===== src/rtl/blink_rate_ctrl.sv =====
// Button-driven blink control: synchronize, debounce, classify short/long presses,
// step the blink rate or pause/resume, and emit a one-cycle tick at the selected rate.
module blink_rate_ctrl #(
  parameter int unsigned DEBOUNCE_CYCLES = 1000000,
  parameter int unsigned LONG_CYCLES     = 50000000,
  parameter int unsigned BASE_PERIOD     = 50000000
) (
  input  logic       clk,
  input  logic       rst_n,
  input  logic       btn,
  output logic       tick,
  output logic [1:0] rate,
  output logic       running,
  output logic [1:0] state_dbg
);

  typedef enum logic [1:0] {
    S_IDLE  = 2'd0,
    S_PRESS = 2'd1,
    S_LONG  = 2'd2
  } state_e;

  localparam logic [31:0] DEB_LAST  = 32'(DEBOUNCE_CYCLES - 1);
  localparam logic [31:0] LONG_LAST = 32'(LONG_CYCLES - 1);
  localparam logic [31:0] BASE_W    = 32'(BASE_PERIOD);

  logic        sync1_q, sync2_q;
  logic        deb_q, deb_d, deb_prev_q;
  logic [31:0] deb_cnt_q, deb_cnt_d;
  state_e      state_q, state_d;
  logic [31:0] hold_q, hold_d;
  logic [1:0]  rate_q, rate_d;
  logic        running_q, running_d;
  logic [31:0] pcnt_q, pcnt_d;
  logic        tick_q, tick_d;
  logic [31:0] period_last;
  logic        deb_rise, deb_fall;

  always_comb begin
    deb_d     = deb_q;
    deb_cnt_d = '0;
    if (sync2_q != deb_q) begin
      if (deb_cnt_q == DEB_LAST) begin
        deb_d = sync2_q;
      end else begin
        deb_cnt_d = deb_cnt_q + 32'd1;
      end
    end
  end

  assign deb_rise = deb_q & ~deb_prev_q;
  assign deb_fall = ~deb_q & deb_prev_q;

  // The long-press threshold is checked before the release so a release landing on
  // the threshold cycle still counts as a long press; LONG then exits on the level.
  always_comb begin
    state_d   = state_q;
    hold_d    = hold_q;
    rate_d    = rate_q;
    running_d = running_q;
    case (state_q)
      S_IDLE: begin
        if (deb_rise) begin
          state_d = S_PRESS;
          hold_d  = '0;
        end
      end
      S_PRESS: begin
        if (hold_q == LONG_LAST) begin
          running_d = ~running_q;
          state_d   = S_LONG;
        end else if (deb_fall) begin
          rate_d  = rate_q + 2'd1;
          state_d = S_IDLE;
        end else begin
          hold_d = hold_q + 32'd1;
        end
      end
      S_LONG: begin
        if (!deb_q) state_d = S_IDLE;
      end
      default: state_d = S_IDLE;
    endcase
  end

  assign period_last = (BASE_W >> rate_q) - 32'd1;

  // Any rate/run change restarts the period so the first new tick is a full P away.
  always_comb begin
    pcnt_d = '0;
    tick_d = 1'b0;
    if ((rate_d == rate_q) && (running_d == running_q) && running_q) begin
      if (pcnt_q == period_last) begin
        tick_d = 1'b1;
      end else begin
        pcnt_d = pcnt_q + 32'd1;
      end
    end
  end

  always_ff @(posedge clk or negedge rst_n) begin
    if (!rst_n) begin
      sync1_q    <= 1'b0;
      sync2_q    <= 1'b0;
      deb_q      <= 1'b0;
      deb_prev_q <= 1'b0;
      deb_cnt_q  <= '0;
      state_q    <= S_IDLE;
      hold_q     <= '0;
      rate_q     <= 2'd0;
      running_q  <= 1'b1;
      pcnt_q     <= '0;
      tick_q     <= 1'b0;
    end else begin
      sync1_q    <= btn;
      sync2_q    <= sync1_q;
      deb_q      <= deb_d;
      deb_prev_q <= deb_q;
      deb_cnt_q  <= deb_cnt_d;
      state_q    <= state_d;
      hold_q     <= hold_d;
      rate_q     <= rate_d;
      running_q  <= running_d;
      pcnt_q     <= pcnt_d;
      tick_q     <= tick_d;
    end
  end

  assign tick      = tick_q;
  assign rate      = rate_q;
  assign running   = running_q;
  assign state_dbg = state_q;

endmodule


===== config.mk =====
export PLATFORM = sky130hd
export DESIGN_NAME = blink_rate_ctrl
export DESIGN_NICKNAME = d
export VERILOG_FILES = /design/src/rtl/blink_rate_ctrl.sv
export SDC_FILE = /design/constraint.sdc
export NUM_CORES = 1
export LEC_CHECK = 0
export ABC_AREA = 1
export BUFFER_PORTS_ARGS = -buffer_cell sky130_fd_sc_hd__buf_2
export CAP_MARGIN = 25
export CORE_MARGIN = 10
export CORE_UTILIZATION = 64
export CTS_CLUSTER_SIZE = 40
export DETAILED_ROUTE_END_ITERATION = 10
export MAX_ROUTING_LAYER = met4
export PLACE_DENSITY = 0.85
export REMOVE_ABC_BUFFERS = 1
export SLEW_MARGIN = 20
export SYNTH_ARGS = -nofsm -noshare
export SYNTH_HDL_FRONTEND = slang
export SYNTH_SLANG_ARGS = --single-unit

===== constraint.sdc =====
create_clock -name clk -period 2.2 [get_ports clk]
set_input_delay 0.11 -clock clk [delete_from_list [all_inputs] [get_ports clk]]
set_output_delay 0.11 -clock clk [all_outputs]
set_load 0.03 [all_outputs]

==> out/metrics.cfg <==
[run_status]
outcome = complete, no violations

[setup_path]
critical_path.reg2reg.startpoint = hold_q[0]$_DFFE_PN0P_
cp_data_required_time_ns = 2.49
reg2reg_depth = 10
worstReg2RegEnd = hold_q[8]$_DFFE_PN0P_
reg2reg_slack_ns = 0.16
cp.arrival_ns = 2.33
crit_fanout = 23
critical_path_endpoint_category = flip-flop
critPathLaunchType = flip-flop
path_class = reg -> reg

[synthesis]
synth_seq_area_share_pct = 39.0
synth_top_family_by_area = simple AND/OR/NAND/NOR gates
yosys.cell_types.count = 39
synth-main-ff-cell = dfrtp_1
synth_top_area_share_pct = 38.6
synth-xor-area-share_pct = 8.62
area_fraction_in_compound_gates_after_synthesis_pct = 4.41
post_synth.cell_area_avg_um2 = 7.01
synth.yosys.warnings = 0
yosys.area.top_type = dfrtp_1
muxShareOfSynthArea_pct = 0
number_of_enable_flip_flop_cells_after_synthesis = 0
synthAdderAreaFrac_pct = 1.65
ys_async_sr_fraction_pct = 100
synth_simple_gate_area_share_pct = 39.7
post_synthesis_cell_area_mm2 = 0.00681
syn_inst = 971
postSynthRegisterBits = 106
main_area_contributors_after_synthesis = dfrtp_1 (39%), nand2_1 (16%), nor2_1 (11%)

[cts]
max-clock-path-buffers = 2
cts.htree.levels = 3
clock-sinks = 106
cts_tree = built
clkSlewWorstSetupHoldPaths_ns = 0.11
worstSkewPairLatency_ns = 0.40
clock-root-buffer = clkbuf_8
cts_buffers = 9

[die]
fp.dieArea_mm2 = 0.0152
floorplan.die.width_um = 123
starting_density_of_the_core_pct = 65.9
die_h_um = 123
ioPinCount = 9
placeableCoreArea_mm2 = 0.0103
floorplan.rows = 37

[placement]
preCtsSetupSlack_ns = 0.0578
place_area_mm2 = 0.00700
weighted_congestion_reported_at_the_end_of_routability_driven_placement = 0.967
placement.io_buffers = 8
hpwl_mm = 12.3

[timing]
number_of_hold_violations_in_the_final_report = 0
slew_violations = 0
actual_slew_at_the_worst_max_slew_pin_ns = 0.398
fin_worst_skew_ns = 0.00889
timing.fmax_mhz = 490
unrepaired_setup_endpoints_after_global_routing = no
worst_slack_ns = 0.159
setup-violations-final = 0
max-slew-margin-rel_pct = 73.4
min_period_ns = 2.04
post-route-period-util_pct = 92.8

[finish]
nets = 1001
insertedDiodeCount = 0
drive_gt1_share_pct = 9.15
flow.area_growth_from_synthesis_pct = 6.56
finalInstanceArea_mm2 = 0.00725
mostFrequentLayoutCell = nand2_1
final_cell_mix = nand2_1 (283), nor2_1 (206), dfrtp_1 (104), inv_1 (89), nand3_1 (52)

[global_routing]
grt_start_max_net_pins = 64
grt_remaining_overflow = 0
grt_pass1_vias = 5665
grt_antenna_before_repair = 0
groute.usage.overall_pct = 23.0
grt_pass1_wl_mm = 27.2

[route]
top_signal_layer_used = met4
route.detailed.drc = 0
routedLengthMet1_mm = 7.49
routed-wl-met2_mm = 7.64
detail_route.wl_per_cell_um = 14.6
detailroute.via_count = 6172
initialDrtViolationCount = 535
count_of_tritonroute_iterations_in_the_first_routing_pass = 6
vias_per_cell = 5.46
drtAntennaViolNets = 0
met3WireLength_mm = 1.04
totalWireLength_mm = 16.5

[min_path]
hold_path_class = in -> async

[power]
leakage_uw = 0.00281
pwr_density_cell_mw_per_mm2 = 442
vdd.ir_drop.worst_uv = 591

[job]
max-cap-violations = 0

[critical path, stage by stage, from the launching register on]
cell,delay (ns)
dfrtp_1,0.44
ha_1,0.31
nand2_2,0.11
nor2_4,0.12
nand2_2,0.07
nor2_4,0.14
nand3_2,0.13
nand2_4,0.24
inv_4,0.17
nand2_1,0.13
o21ai_2,0.06
[kinds of logic after synthesis]
group           Yosys count
simple gates            634
flops                   106
buf+inv                 105
xor+xnor                 67
compound gates           50
fa+ha+maj                 9
[routing by layer]
layer	vias up	global-route usage, %
li1	3080	-
met3	30	4.56
met5	-	-
met4	0	5.82
met2	208	35.6
met1	2854	30.4
[registers in the layout, indices dropped and copies added (netlist names)]
| signal | cells |
|---|---|
| deb_cnt_q | 32 |
| hold_q | 32 |
| pcnt_q | 32 |
| rate | 2 |
| state_dbg | 2 |
| deb_prev_q | 1 |
| deb_q | 1 |
| running | 1 |
| sync1_q | 1 |
| sync2_q | 1 |
| tick | 1 |
[cell type report]
| cell class | instances | area [um2] |
|---|---|---|
| multi-input combinational | 761 | 3730 |
| sequential | 106 | 2660 |
| clock inverter | 6 | 56.3 |
| fill | 907 | 3070 |
| tap | 136 | 170 |
| timing repair buffer | 19 | 168 |
| inverter | 92 | 348 |
| clock buffer | 10 | 128 |
[through the flow]
step	util, %	total power [uW]	hold slack, ns	setup TNS, ns	std cells
global placement	67.8	2070	-0.00715	0	1110
CTS	69.8	3240	0.118	0	1128
global route	70.3	3330	0.140	0	1130
finish	70.3	3210	0.122	0	1130
detailed placement	67.8	2070	-0.000467	0	1110
floorplan	-	2010	-0.186	-1.54	958
[where the power goes]
group	total, uW	switching, uW	internal, uW
Combinational	70.2	54.4	15.8
Sequential	1960	5.89	1950
Clock	1180	739	441
[worst max path at each step]
stage,slack [ns],end,startpoint
after floorplan,-0.14,hold_q[4]$_DFFE_PN0P_,state_dbg[0]$_DFFE_PN0P_
after global placement,0.15,pcnt_q[1]$_DFF_PN0_,rate[0]$_DFF_PN0_
after detailed placement,0.06,pcnt_q[4]$_DFF_PN0_,rate[0]$_DFF_PN0_
after CTS,0.04,pcnt_q[4]$_DFF_PN0_,rate[0]$_DFF_PN0_
after global routing,0.008,pcnt_q[5]$_DFF_PN0_,rate[1]$_DFF_PN0_
final,0.16,hold_q[8]$_DFFE_PN0P_,hold_q[0]$_DFFE_PN0P_
[Yosys cell counts (all sizes together), types with 3 or more instances]
library cell,number
inv,92
nand3,55
clkbuf,6
a21oi,7
ha,9
or2,3
nor3,25
xnor2,16
xor2,51
o21ai,40
dfrtp,105
nand2,289
nand4,19
nor2,234
buf,7
[timing repair]
| item | CTS | global route |
|---|---|---|
| gates resized for setup | 0 | 8 |
| setup endpoints to repair | 0 | 35 |
| buffers inserted | 0 | 1 |
| hold buffers | 2 | 0 |
| hold endpoints to repair | 106 | 0 |
(Power assumes the default switching activity.)
